<file path="src/rtl/arp_ctrl.sv">
// ARP sequencing controller: single-entry PC cache, reply scheduling and request timeout/retry.
// Optional macro ARP_GRATUITOUS_EN sends one announce request for FPGA_IP right after reset.
module arp_ctrl #(
   parameter logic [47:0] FPGA_MAC    = 48'h00_11_22_33_44_55,
   parameter logic [31:0] FPGA_IP     = 32'hc0_a8_00_03,
   parameter logic [31:0] TARGET_IP   = 32'hc0_a8_00_02,
   parameter logic [31:0] TIMEOUT_CYC = 32'd125_000_000,
   parameter logic [31:0] MAX_RETRY   = 32'd3,
   parameter logic [31:0] AGE_CYC     = 32'd1_250_000_000
) (
   input  logic        arp_rx_clk,
   input  logic        rstn,
   input  logic        arp_rx_done,
   input  logic        arp_rx_op,
   input  logic [47:0] rx_src_mac,
   input  logic [31:0] rx_src_ip,
   input  logic        udp_tx_req,
   input  logic        arp_tx_busy,
   input  logic        arp_tx_done,
   output logic        arp_tx_start,
   output logic        arp_tx_type,
   output logic [47:0] tx_dst_mac,
   output logic [31:0] tx_dst_ip,
   output logic [47:0] tx_src_mac,
   output logic [31:0] tx_src_ip,
   output logic        pc_mac_valid,
   output logic [47:0] pc_mac,
   output logic        arp_fail,
   output logic [2:0]  dbg_state
);

   typedef enum logic [2:0] {
      S_IDLE      = 3'd0,
      S_REP_WAIT  = 3'd1,
      S_REP_TX    = 3'd2,
      S_REQ_WAIT  = 3'd3,
      S_REQ_TX    = 3'd4,
      S_REQ_PEND  = 3'd5,
      S_GRAT_WAIT = 3'd6,
      S_GRAT_TX   = 3'd7
   } state_t;

`ifdef ARP_GRATUITOUS_EN
   localparam state_t S_RESET = S_GRAT_WAIT;
`else
   localparam state_t S_RESET = S_IDLE;
`endif

   localparam logic [47:0] BCAST_MAC = 48'hFF_FF_FF_FF_FF_FF;

   state_t      r_state;
   state_t      r_ret_state;
   logic        r_rep_pend;
   logic [47:0] r_rep_mac;
   logic [31:0] r_rep_ip;
   logic [31:0] r_timer;
   logic [31:0] r_retry;
   logic [31:0] r_age;
   logic        r_tx_start;
   logic        r_tx_type;
   logic [47:0] r_tx_dst_mac;
   logic [31:0] r_tx_dst_ip;
   logic [47:0] r_tx_src_mac;
   logic [31:0] r_tx_src_ip;
   logic        r_pc_valid;
   logic [47:0] r_pc_mac;
   logic        r_fail;

   wire w_rx_req   = arp_rx_done && arp_rx_op;
   wire w_rx_cache = arp_rx_done && (rx_src_ip == TARGET_IP);

   always_ff @(posedge arp_rx_clk) begin
      if (!rstn) begin
         r_state      <= S_RESET;
         r_ret_state  <= S_IDLE;
         r_rep_pend   <= 1'b0;
         r_rep_mac    <= '0;
         r_rep_ip     <= '0;
         r_timer      <= '0;
         r_retry      <= '0;
         r_age        <= '0;
         r_tx_start   <= 1'b0;
         r_tx_type    <= 1'b0;
         r_tx_dst_mac <= '0;
         r_tx_dst_ip  <= '0;
         r_tx_src_mac <= '0;
         r_tx_src_ip  <= '0;
         r_pc_valid   <= 1'b0;
         r_pc_mac     <= '0;
         r_fail       <= 1'b0;
      end else begin
         r_tx_start <= 1'b0;

         // Age counter stops at its terminal value, so it never wraps.
         if (r_pc_valid) begin
            if (r_age == AGE_CYC - 32'd1) r_pc_valid <= 1'b0;
            else                          r_age      <= r_age + 32'd1;
         end

         case (r_state)
            S_IDLE: begin
               if (r_rep_pend) begin
                  r_state     <= S_REP_WAIT;
                  r_ret_state <= S_IDLE;
               end else if (udp_tx_req && !r_pc_valid && !r_fail) begin
                  r_state <= S_REQ_WAIT;
               end
            end
            S_REP_WAIT: begin
               if (!arp_tx_busy) begin
                  r_tx_start   <= 1'b1;
                  r_tx_type    <= 1'b0;
                  r_tx_dst_mac <= r_rep_mac;
                  r_tx_dst_ip  <= r_rep_ip;
                  r_tx_src_mac <= FPGA_MAC;
                  r_tx_src_ip  <= FPGA_IP;
                  r_rep_pend   <= 1'b0;
                  r_state      <= S_REP_TX;
               end
            end
            S_REP_TX: begin
               if (arp_tx_done) r_state <= r_ret_state;
            end
            S_REQ_WAIT: begin
               if (r_rep_pend) begin
                  r_state     <= S_REP_WAIT;
                  r_ret_state <= S_IDLE;
               end else if (!arp_tx_busy) begin
                  r_tx_start   <= 1'b1;
                  r_tx_type    <= 1'b1;
                  r_tx_dst_mac <= BCAST_MAC;
                  r_tx_dst_ip  <= TARGET_IP;
                  r_tx_src_mac <= FPGA_MAC;
                  r_tx_src_ip  <= FPGA_IP;
                  if (r_retry != '1) r_retry <= r_retry + 32'd1;
                  r_state      <= S_REQ_TX;
               end
            end
            S_REQ_TX: begin
               if (arp_tx_done) begin
                  r_state <= S_REQ_PEND;
                  r_timer <= '0;
               end
            end
            S_REQ_PEND: begin
               // A reply detour leaves r_timer untouched so the wait resumes afterwards.
               if (r_pc_valid) begin
                  r_state <= S_IDLE;
               end else if (r_rep_pend) begin
                  r_state     <= S_REP_WAIT;
                  r_ret_state <= S_REQ_PEND;
               end else if (r_timer == TIMEOUT_CYC - 32'd1) begin
                  if (r_retry < MAX_RETRY) begin
                     r_state <= S_REQ_WAIT;
                  end else begin
                     r_fail  <= 1'b1;
                     r_retry <= '0;
                     r_state <= S_IDLE;
                  end
               end else begin
                  r_timer <= r_timer + 32'd1;
               end
            end
`ifdef ARP_GRATUITOUS_EN
            S_GRAT_WAIT: begin
               if (!arp_tx_busy) begin
                  r_tx_start   <= 1'b1;
                  r_tx_type    <= 1'b1;
                  r_tx_dst_mac <= BCAST_MAC;
                  r_tx_dst_ip  <= FPGA_IP;
                  r_tx_src_mac <= FPGA_MAC;
                  r_tx_src_ip  <= FPGA_IP;
                  r_state      <= S_GRAT_TX;
               end
            end
            S_GRAT_TX: begin
               if (arp_tx_done) r_state <= S_IDLE;
            end
`endif
            default: r_state <= S_IDLE;
         endcase

         // Receiver results are applied last so a new request or refresh wins same-cycle races.
         if (w_rx_req) begin
            r_rep_pend <= 1'b1;
            r_rep_mac  <= rx_src_mac;
            r_rep_ip   <= rx_src_ip;
         end
         if (w_rx_cache) begin
            r_pc_mac   <= rx_src_mac;
            r_pc_valid <= 1'b1;
            r_age      <= '0;
            r_fail     <= 1'b0;
            r_retry    <= '0;
         end
      end
   end

   assign arp_tx_start = r_tx_start;
   assign arp_tx_type  = r_tx_type;
   assign tx_dst_mac   = r_tx_dst_mac;
   assign tx_dst_ip    = r_tx_dst_ip;
   assign tx_src_mac   = r_tx_src_mac;
   assign tx_src_ip    = r_tx_src_ip;
   assign pc_mac_valid = r_pc_valid;
   assign pc_mac       = r_pc_mac;
   assign arp_fail     = r_fail;
   assign dbg_state    = r_state;

endmodule

</file>
<file path="config.mk">
export PLATFORM = sky130hd
export DESIGN_NAME = arp_ctrl
export DESIGN_NICKNAME = d
export VERILOG_FILES = /design/src/rtl/arp_ctrl.sv
export SDC_FILE = /design/constraint.sdc
export NUM_CORES = 1
export LEC_CHECK = 0
export CAP_MARGIN = 20
export CORE_MARGIN = 2
export CORE_UTILIZATION = 45
export CTS_BUF_LIST = sky130_fd_sc_hd__clkbuf_8 sky130_fd_sc_hd__clkbuf_16
export DETAILED_ROUTE_END_ITERATION = 6
export PLACE_DENSITY = 0.76
export SKIP_CTS_REPAIR_TIMING = 1
export SLEW_MARGIN = 20
export SYNTH_ARGS = -nofsm -noshare
export SYNTH_HDL_FRONTEND = slang
export SYNTH_SLANG_ARGS = --single-unit
</file>
<file path="constraint.sdc">
create_clock -name arp_rx_clk -period 2.5 [get_ports arp_rx_clk]
set_input_delay 0.375 -clock arp_rx_clk [delete_from_list [all_inputs] [get_ports arp_rx_clk]]
set_output_delay 0.375 -clock arp_rx_clk [all_outputs]
set_load 0.05 [all_outputs]
</file>
After elaboration in Yosys (flattened, before gate mapping)

Cells that the tools add are included.

Add/subtract/negate cells: 3
Order comparisons: 1
Equality and inequality tests: 26
Mux-type cells: 55
Bitwise logic cells: 5
Reduce and logical (&&, ||, !) cells: 23

Operator list:

| cell                                                                   | count |
|---|---|
| 32-bit two-way mux                                                     | 16 |
| 32-bit one-hot mux with 2 select lines                                 | 4 |
| 48-bit two-way mux                                                     | 5 |
| 48-bit one-hot mux with 2 select lines                                 | 2 |
| 32-bit by 1-bit adder with 32-bit output (second input constant)       | 3 |
| 3-bit two-way mux                                                      | 13 |
| 32-bit by 27-bit == test with 1-bit output (second input constant)     | 1 |
| 32-bit by 31-bit == test with 1-bit output (second input constant)     | 1 |
| 32-bit == test (second input constant)                                 | 1 |
| 32-bit by 2-bit < comparator with 1-bit output (second input constant) | 1 |
| 32-bit != test (second input constant)                                 | 1 |
| 2-bit != test (second input constant)                                  | 12 |
| 3-bit one-hot mux with 6 select lines                                  | 1 |
| 1-bit two-way mux                                                      | 10 |
| 5-bit AND reduction                                                    | 2 |
| 2-bit nonzero test                                                     | 5 |
| 4-bit AND reduction                                                    | 2 |
| 8-bit AND reduction                                                    | 1 |
| 3-bit by 2-bit == test with 1-bit output (second input constant)       | 2 |
| 3-bit == test (second input constant)                                  | 2 |
| 3-bit != test (second input constant)                                  | 2 |
| 3-bit one-hot mux with 2 select lines                                  | 1 |
| 2-bit AND reduction                                                    | 3 |
| 6-bit AND reduction                                                    | 1 |
| 10 further kinds                                                       | 21 |

Register bits: 395
Bits of input ports: 87
Output and inout bits: 215

Longest topological paths before layout

Gate-level depths: netlist of the first run.

Word-level depth: 6
Mapped depth: 10

Least setup slack after synthesis of the first run

OpenSTA, ideal clock, no wires.

Path type: reg-to-reg
From: register r_state[2], in the netlist dbg_state[2]
To: register r_timer[21]
Data arrival time: 2.555 ns
Required time: 2.365 ns
Slack: -0.191 ns
Cell stages (with the launch flop): 9
Buffers on the path: 2
Clock period less this slack: 2.691 ns
Path through: dfxtp_1 buf_2 nand3b_1 o31ai_1 nand3_1 or2_2 buf_2 o311ai_0 o41ai_1

Longest elaborated chain between the ends: 3
Elaborated cells on any way between the ends: 9

RTL lines:

| item                                                                 | line | source |
|---|---|---|
| start, declared                                                      | 51   | `state_t r_state;` |
| start signal, assigned                                               | 122  | `if (arp_tx_done) r_state <= r_ret_state;` |
| 3-bit == test                                                        | 100  | `case (r_state)` |
| 2-bit != test (no line) / 2-bit nonzero test (equally long branches) | --   |  |
| 5-bit AND reduction (no line)                                        | --   |  |
| end signal, assigned                                                 | 161  | `r_timer <= r_timer + 32'd1;` |
| end, declared                                                        | 56   | `logic [31:0] r_timer;` |

Parallel ways exist; a longest one is shown, timed or not.
A chain may end at the register's enable or synchronous reset.

Final worst setup path of the first run

From: register r_timer[1]
To: register r_retry[13]

Longest elaborated chain between the ends: 3

RTL lines:

| item                                       | line | source |
|---|---|---|
| 32-bit by 27-bit == test with 1-bit output | 152  | `end else if (r_timer == TIMEOUT_CYC - 32'd1) begin` |
| 2-bit != test (no line)                    | --   |  |
| 8-bit AND reduction (no line)              | --   |  |
| end signal, assigned                       | 135  | `if (r_retry != '1) r_retry <= r_retry + 32'd1;` |
| end, declared                              | 57   | `logic [31:0] r_retry;` |

Every way passes these cells.

==> results of run 1 <==
[metal layers]
layer  GRT usage  routed length, um  up-vias
li1            -                  -     6153
met3     0.05835               2916       95
met2      0.3784              18390      410
met4     0.09780               1475        2
met5           0                 12        -
met1      0.2767              15450     6099
[cells in the mapped netlist (4+ instances only)]
cell,count
sky130_fd_sc_hd__nand2_1,324
sky130_fd_sc_hd__dfxtp_1,314
sky130_fd_sc_hd__a21oi_1,204
sky130_fd_sc_hd__nor3_1,135
sky130_fd_sc_hd__nor2_1,116
sky130_fd_sc_hd__clkbuf_1,99
sky130_fd_sc_hd__buf_4,79
sky130_fd_sc_hd__nand3_1,61
sky130_fd_sc_hd__xnor2_1,39
sky130_fd_sc_hd__o31ai_1,36
sky130_fd_sc_hd__or4_1,35
sky130_fd_sc_hd__nand4_1,26
sky130_fd_sc_hd__nor4_1,22
sky130_fd_sc_hd__o21ai_0,20
sky130_fd_sc_hd__and3_1,15
sky130_fd_sc_hd__inv_1,14
sky130_fd_sc_hd__or3_1,13
sky130_fd_sc_hd__and2_1,12
sky130_fd_sc_hd__and4_1,11
sky130_fd_sc_hd__nand2b_1,10
sky130_fd_sc_hd__nor4b_1,9
sky130_fd_sc_hd__buf_1,7
sky130_fd_sc_hd__nor2b_1,7
sky130_fd_sc_hd__xor2_1,7
sky130_fd_sc_hd__buf_2,6
sky130_fd_sc_hd__mux2i_1,4
sky130_fd_sc_hd__nor4bb_1,4
[metrics by stage]
stage                     setup WS (ns)  utilization
after detailed placement        -0.2507       0.5515
after global placement          -0.2386       0.5515
after CTS                       -0.1780       0.5908
after floorplan                -0.02187            -
final                           -0.1984       0.6090
after global routing            -0.2555       0.6090
[power by group]
group	switching (W)	total (W)	leakage, nW	internal (W)
Clock	0.00206	0.00506	0.597	0.00299
Sequential	0.000226	0.00556	2.55	0.00534
Combinational	0.00258	0.00376	3.34	0.00118
[state kept, by name, summed over array words and instances (netlist names)]
name          flops
r_rep_ip         32
arp_tx_type       1
r_rep_pend        1
pc_mac_valid      1
dbg_state         3
pc_mac           48
r_rep_mac        48
r_ret_state       1
arp_tx_start      1
r_retry          32
arp_fail          1
tx_dst_ip        32
r_age            32
r_timer          32
tx_src_mac        1
tx_dst_mac       48
[logic make-up after synthesis]
family          share of synthesized area
compound gates                     0.1170
xor+xnor                          0.03005
fa+ha+maj                        0.002800
buf+inv                           0.08287
flops                              0.4689
mux                              0.002987
other cells                     0.0002797
simple gates                       0.2951
[final cells by class]
cell class,instances,area (um2)
inverter,15,61.31
fill,2525,11530
sequential,314,6292
timing repair buffer,332,3408
clock buffer,47,1064
clock inverter,17,93.84
multi-input combinational,1214,6546
tap,390,488.0
[worst reg2reg max path, cell delays in order (launching register included)]
cell,delay [ns]
sky130_fd_sc_hd__dfxtp_2,0.35
sky130_fd_sc_hd__ha_4,0.13
sky130_fd_sc_hd__or4b_1,0.43
sky130_fd_sc_hd__or4_4,0.52
sky130_fd_sc_hd__nor3_4,0.20
sky130_fd_sc_hd__a21oi_4,0.17
sky130_fd_sc_hd__clkbuf_16,0.20
sky130_fd_sc_hd__or4_1,0.47
sky130_fd_sc_hd__a21oi_1,0.15
[how the worst max path moves through the flow]
stage                      start     endpoint  slack, ns  depth (start not counted)
floorplan           dbg_state[2]  r_timer[21]      -0.02                          8
global placement    rx_src_ip[5]    r_age[25]      -0.24                          8
detailed placement  rx_src_ip[5]    r_age[30]      -0.25                          8
CTS                   r_timer[1]  r_retry[26]      -0.18                          9
global route          r_timer[1]  r_retry[27]      -0.26                          9
finish                r_timer[1]  r_retry[13]      -0.20                          8
==> results.yml, run 1 <==
status:
  outcome: "finished with violations"
  violations_in_the_final_reports: "negative setup slack"
synth:
  yosys_register_bits: 314
  synth_largest_area_cell: "sky130_fd_sc_hd__dfxtp_1"
  synthesis.instances: 1678
  synth_ff_type: "sky130_fd_sc_hd__dfxtp_1"
  synthesis.yosys.warnings: 0
  avgSynthCellArea_um2: 7.990
  netlist_area_um2: 13410
  netlist_top_cells_area: "sky130_fd_sc_hd__dfxtp_1 (47%), sky130_fd_sc_hd__nand2_1 (9.1%), sky130_fd_sc_hd__a21oi_1 (7.6%)"
  yosys.cell_types.count: 59
  synth_seq_area_share: 0.4689
  synthDominantCellAreaShare: 0.4689
  number_of_synthesized_flops_with_an_enable_pin: 0
  async_flop_share: 0
sta:
  slew_headroom: 0.5549
  fmax_mhz: 370.6
  grt_setup_unrepaired: "yes"
  finalClockSkew_ns: 0.02209
  timing.final.crit_share: 1.079
  finalSetupTns_ns: -5.601
  hold-worst-slack_ns: 0.4399
  drv_slew: 0
  worst_slew_pin_slew_ns: 0.6676
  final_hold_viols: 0
  fin_ws_ns: -0.1984
  timing.final.crit_period_ns: 2.698
  finalSetupViolations: 45
finish:
  postLayoutCellArea_um2: 17950
  fin_nets: 2003
  mostFrequentLayoutCells: "sky130_fd_sc_hd__nand2_1 (322), sky130_fd_sc_hd__dfxtp_1 (309), sky130_fd_sc_hd__clkdlybuf4s50_1 (221)"
  final_layout_size_suffix_gt1_frac: 0.1145
  instances_no_fill: 2329
  syn_to_final_growth_pct: 33.92
  layout_commonest_cell: "sky130_fd_sc_hd__nand2_1"
  insertedDiodeCount: 0
global_routing:
  grt_max_degree: 119
  wire_length_of_the_first_global_routing_pass_um: 58540
  antenna_found_initial: 2
  grt_usage: 0.2269
  grt-ovfl-total: 0
  first_global_vias: 11720
clocking:
  clock_sink_count: 314
  cts-htree-levels: 2
  clock_tree.root_cell: "sky130_fd_sc_hd__clkbuf_16"
  clk_latency_ns: 0.52
  clock_tree_from_tritoncts: "done"
  clk_transition_reported_paths_ns: 0.06
  clock_path_buffers: 3
  numCtsBuffers: 36
critical_path:
  cp_data_arrival_time_ns: 3.14
  slowest_delay_ns: 0.52
  worst-path-buf-inv: 1
  critical_path.max_fanout: 8
  setup.reg_to_reg.worst_slack_ns: -0.20
  cp_top_family: "simple AND/OR/NAND/NOR gates"
  worstSetupEndpointType: "register"
  worst-endpoint-required_ns: 2.94
  launch_point_of_the_worst_reg_to_reg_path: "r_timer[1]"
  worst_setup_path_start_kind: "register"
  critPathKind: "register to register"
  worstReg2RegEnd: "r_retry[13]"
  critical_path.slowest_cell: "sky130_fd_sc_hd__or4_4"
  timing.critical_path.cells: "ha_4, or4b_1, or4_4, nor3_4, a21oi_4, clkbuf_16, or4_1, a21oi_1"
  timing.reg2reg.worst_path_depth: 8
placed_design:
  placement.io_buffers: 242
  post-place-cells: 2247
  routabilityCongestion: 0.8450
  total_cell_area_at_the_placement_stage_um2: 16260
  dpl.hpwl_um: 24030
die:
  dieWidth_um: 176.6
  placeableCoreArea_um2: 29480
  die-area_um2: 31190
  ioPinCount: 302
  rows: 63
  initial_utilization: 0.4548
  die_h_um: 176.6
route:
  remaining_design_rule_violation_count: 0
  routed_via_density: 5.478
  final_antenna_net_count: 0
  routed_wl_um: 38240
  via_total_after_detailed_routing: 12760
  drt-initial-drc-count: 914
  avgRoutedWirePerCell_um: 16.42
  drtPass1Iterations: 5
hold_path:
  hold_depth: 3
  hold_path.class: "primary input to register"
  whs_endpoint: "r_rep_mac[11]"
  min_from: "rx_src_mac[11]"
flow_run:
  cap_viol_max_count: 0
power_and_ir_drop:
  peak_ir_drop_on_the_vdd_network_uv: 535.7
  fin_total_pwr_w: 0.01438
  power.leakage_nw: 6.480
  power-per-cell-area_nw_per_um2: 800.9
Power figures use the tool's default switching activity.
==> run 2: changes to the inputs <==
Settings changed: MAX_ROUTING_LAYER set to met4.
==> run 2 against run 1 <==
Compared with the run above: the flow finishes with violations (design-rule violations, negative setup slack); wire length down 0.14%; sequential power about the same; clock power about the same; global-route usage up 0.68 points; critical path type unchanged.
==> results.yml, run 2 (synthesis gave the netlist of run 1 again) <==
status:
  outcome: "finished with violations"
  violations_in_the_final_reports: "design-rule violations, negative setup slack"
route:
  remaining_design_rule_violation_count: 1
  routed_wl_um: 38190
  met3RoutedLength_um: 2740
  routed.top_layer: "met4"
  wl_met1_um: 15620
  avgRoutedWirePerCell_um: 16.38
  final_antenna_net_count: 0
  routed_via_density: 5.473
  drt-initial-drc-count: 828
  drtPass1Iterations: 7
  via_total_after_detailed_routing: 12760
  route.met2.wl_um: 18420
hold_path:
  hold_path.class: "primary input to register"
die:
  dieWidth_um: 176.6
  initial_utilization: 0.4548
  rows: 63
  placeableCoreArea_um2: 29480
  die_h_um: 176.6
  die-area_um2: 31190
  ioPinCount: 302
placed_design:
  routabilityCongestion: 0.8582
  placement.io_buffers: 242
  dpl.hpwl_um: 24030
  total_cell_area_at_the_placement_stage_um2: 16260
finish:
  mostFrequentLayoutCells: "sky130_fd_sc_hd__nand2_1 (322), sky130_fd_sc_hd__dfxtp_1 (309), sky130_fd_sc_hd__clkdlybuf4s50_1 (221)"
  postLayoutCellArea_um2: 17970
  area.sequential_um2: 6292
  layout_commonest_cell: "sky130_fd_sc_hd__nand2_1"
  syn_to_final_growth_pct: 34.02
  final_layout_size_suffix_gt1_frac: 0.1155
  fin_nets: 2003
  multi_input_area_um2: 6555
  num-fill-cells: 2523
critical_path:
  worst-endpoint-required_ns: 2.94
  critical_path.max_fanout: 8
  worst_setup_path_start_kind: "register"
  worstSetupEndpointType: "register"
  setup.reg_to_reg.worst_slack_ns: -0.19
  critPathKind: "register to register"
  cp_data_arrival_time_ns: 3.14
global_routing:
  grt_max_degree: 119
  antenna_found_initial: 2
  grt-ovfl-total: 0
  grt_usage: 0.2337
  wire_length_of_the_first_global_routing_pass_um: 58520
  first_global_vias: 11720
sta:
  timing.final.crit_period_ns: 2.692
  worst_slew_pin_slew_ns: 0.6575
  timing.final.crit_share: 1.077
  fin_ws_ns: -0.1925
  grt_setup_unrepaired: "yes"
  slew_headroom: 0.5617
  drv_slew: 0
  finalClockSkew_ns: 0.02001
  finalSetupTns_ns: -5.248
  finalSetupViolations: 45
  fmax_mhz: 371.4
  final_hold_viols: 0
clocking:
  clock_tree_from_tritoncts: "done"
  clock_tree.root_cell: "sky130_fd_sc_hd__clkbuf_16"
  clk_latency_ns: 0.52
  numCtsBuffers: 36
  clock_path_buffers: 3
  clock_sink_count: 314
  clk_transition_reported_paths_ns: 0.06
  cts-htree-levels: 2
power_and_ir_drop:
  power-per-cell-area_nw_per_um2: 800.4
  power.leakage_nw: 6.483
  peak_ir_drop_on_the_vdd_network_uv: 536.1
flow_run:
  cap_viol_max_count: 0
## run 2: cell types whose count changed in the layout (fill, tap and decap cells not counted), sizes merged
cell	delta
diode	+2
## run 2: routing by layer
layer | GRT usage | up-vias
li1 | - | 6150
met1 | 0.2791 | 6086
met4 | 0.09780 | 0
met5 | - | -
met2 | 0.3789 | 425
met3 | 0.05426 | 97
## run 2: cell type report
type | instances | area share
diodes | 2 | 0.0002786
flip-flops and latches | 314 | 0.3502
repair buffers | 332 | 0.1897
clock inverters | 17 | 0.005223
inverters | 15 | 0.003412
multi-input cells | 1214 | 0.3648
well taps | 390 | 0.02716
clock buffers | 47 | 0.05919
## run 2: final timing paths
kind,startpoint,to,depth (start not counted)
max reg2reg,r_timer[1],r_retry[13],8
min reg2reg,tx_dst_ip[6],tx_dst_ip[6],2
max,r_timer[1],r_retry[13],8
min,rx_src_mac[9],r_rep_mac[9],3
## run 2: metrics by stage
stage                     hold WS, ns  std cells  total power [W]  setup WS [ns]  utilization
after floorplan                0.4366       1736         0.008268       -0.02187            -
after global placement         0.4371       2247         0.009328        -0.2386       0.5515
after detailed placement       0.4439       2247         0.009374        -0.2507       0.5515
after CTS                      0.4293       2311          0.01443        -0.1780       0.5908
after global routing           0.4480       2331          0.01497        -0.2543       0.6095
final                          0.4368       2331          0.01438        -0.1925       0.6095
## run 2: critical path, stage by stage (launching register included)
cell and delay [ns]:
sky130_fd_sc_hd__dfxtp_2 0.35, sky130_fd_sc_hd__ha_4 0.13, sky130_fd_sc_hd__or4b_1 0.43, sky130_fd_sc_hd__or4_4 0.52
sky130_fd_sc_hd__nor3_4 0.20, sky130_fd_sc_hd__a21oi_4 0.17, sky130_fd_sc_hd__clkbuf_16 0.20, sky130_fd_sc_hd__or4_1 0.47
sky130_fd_sc_hd__a21oi_1 0.15
## run 2: where the power goes
group          switching [W]  internal [W]  total, W
registers           0.000227       0.00534   0.00556
logic                0.00257       0.00118   0.00376
clock network        0.00207       0.00299   0.00506
total                0.00487       0.00951    0.0144
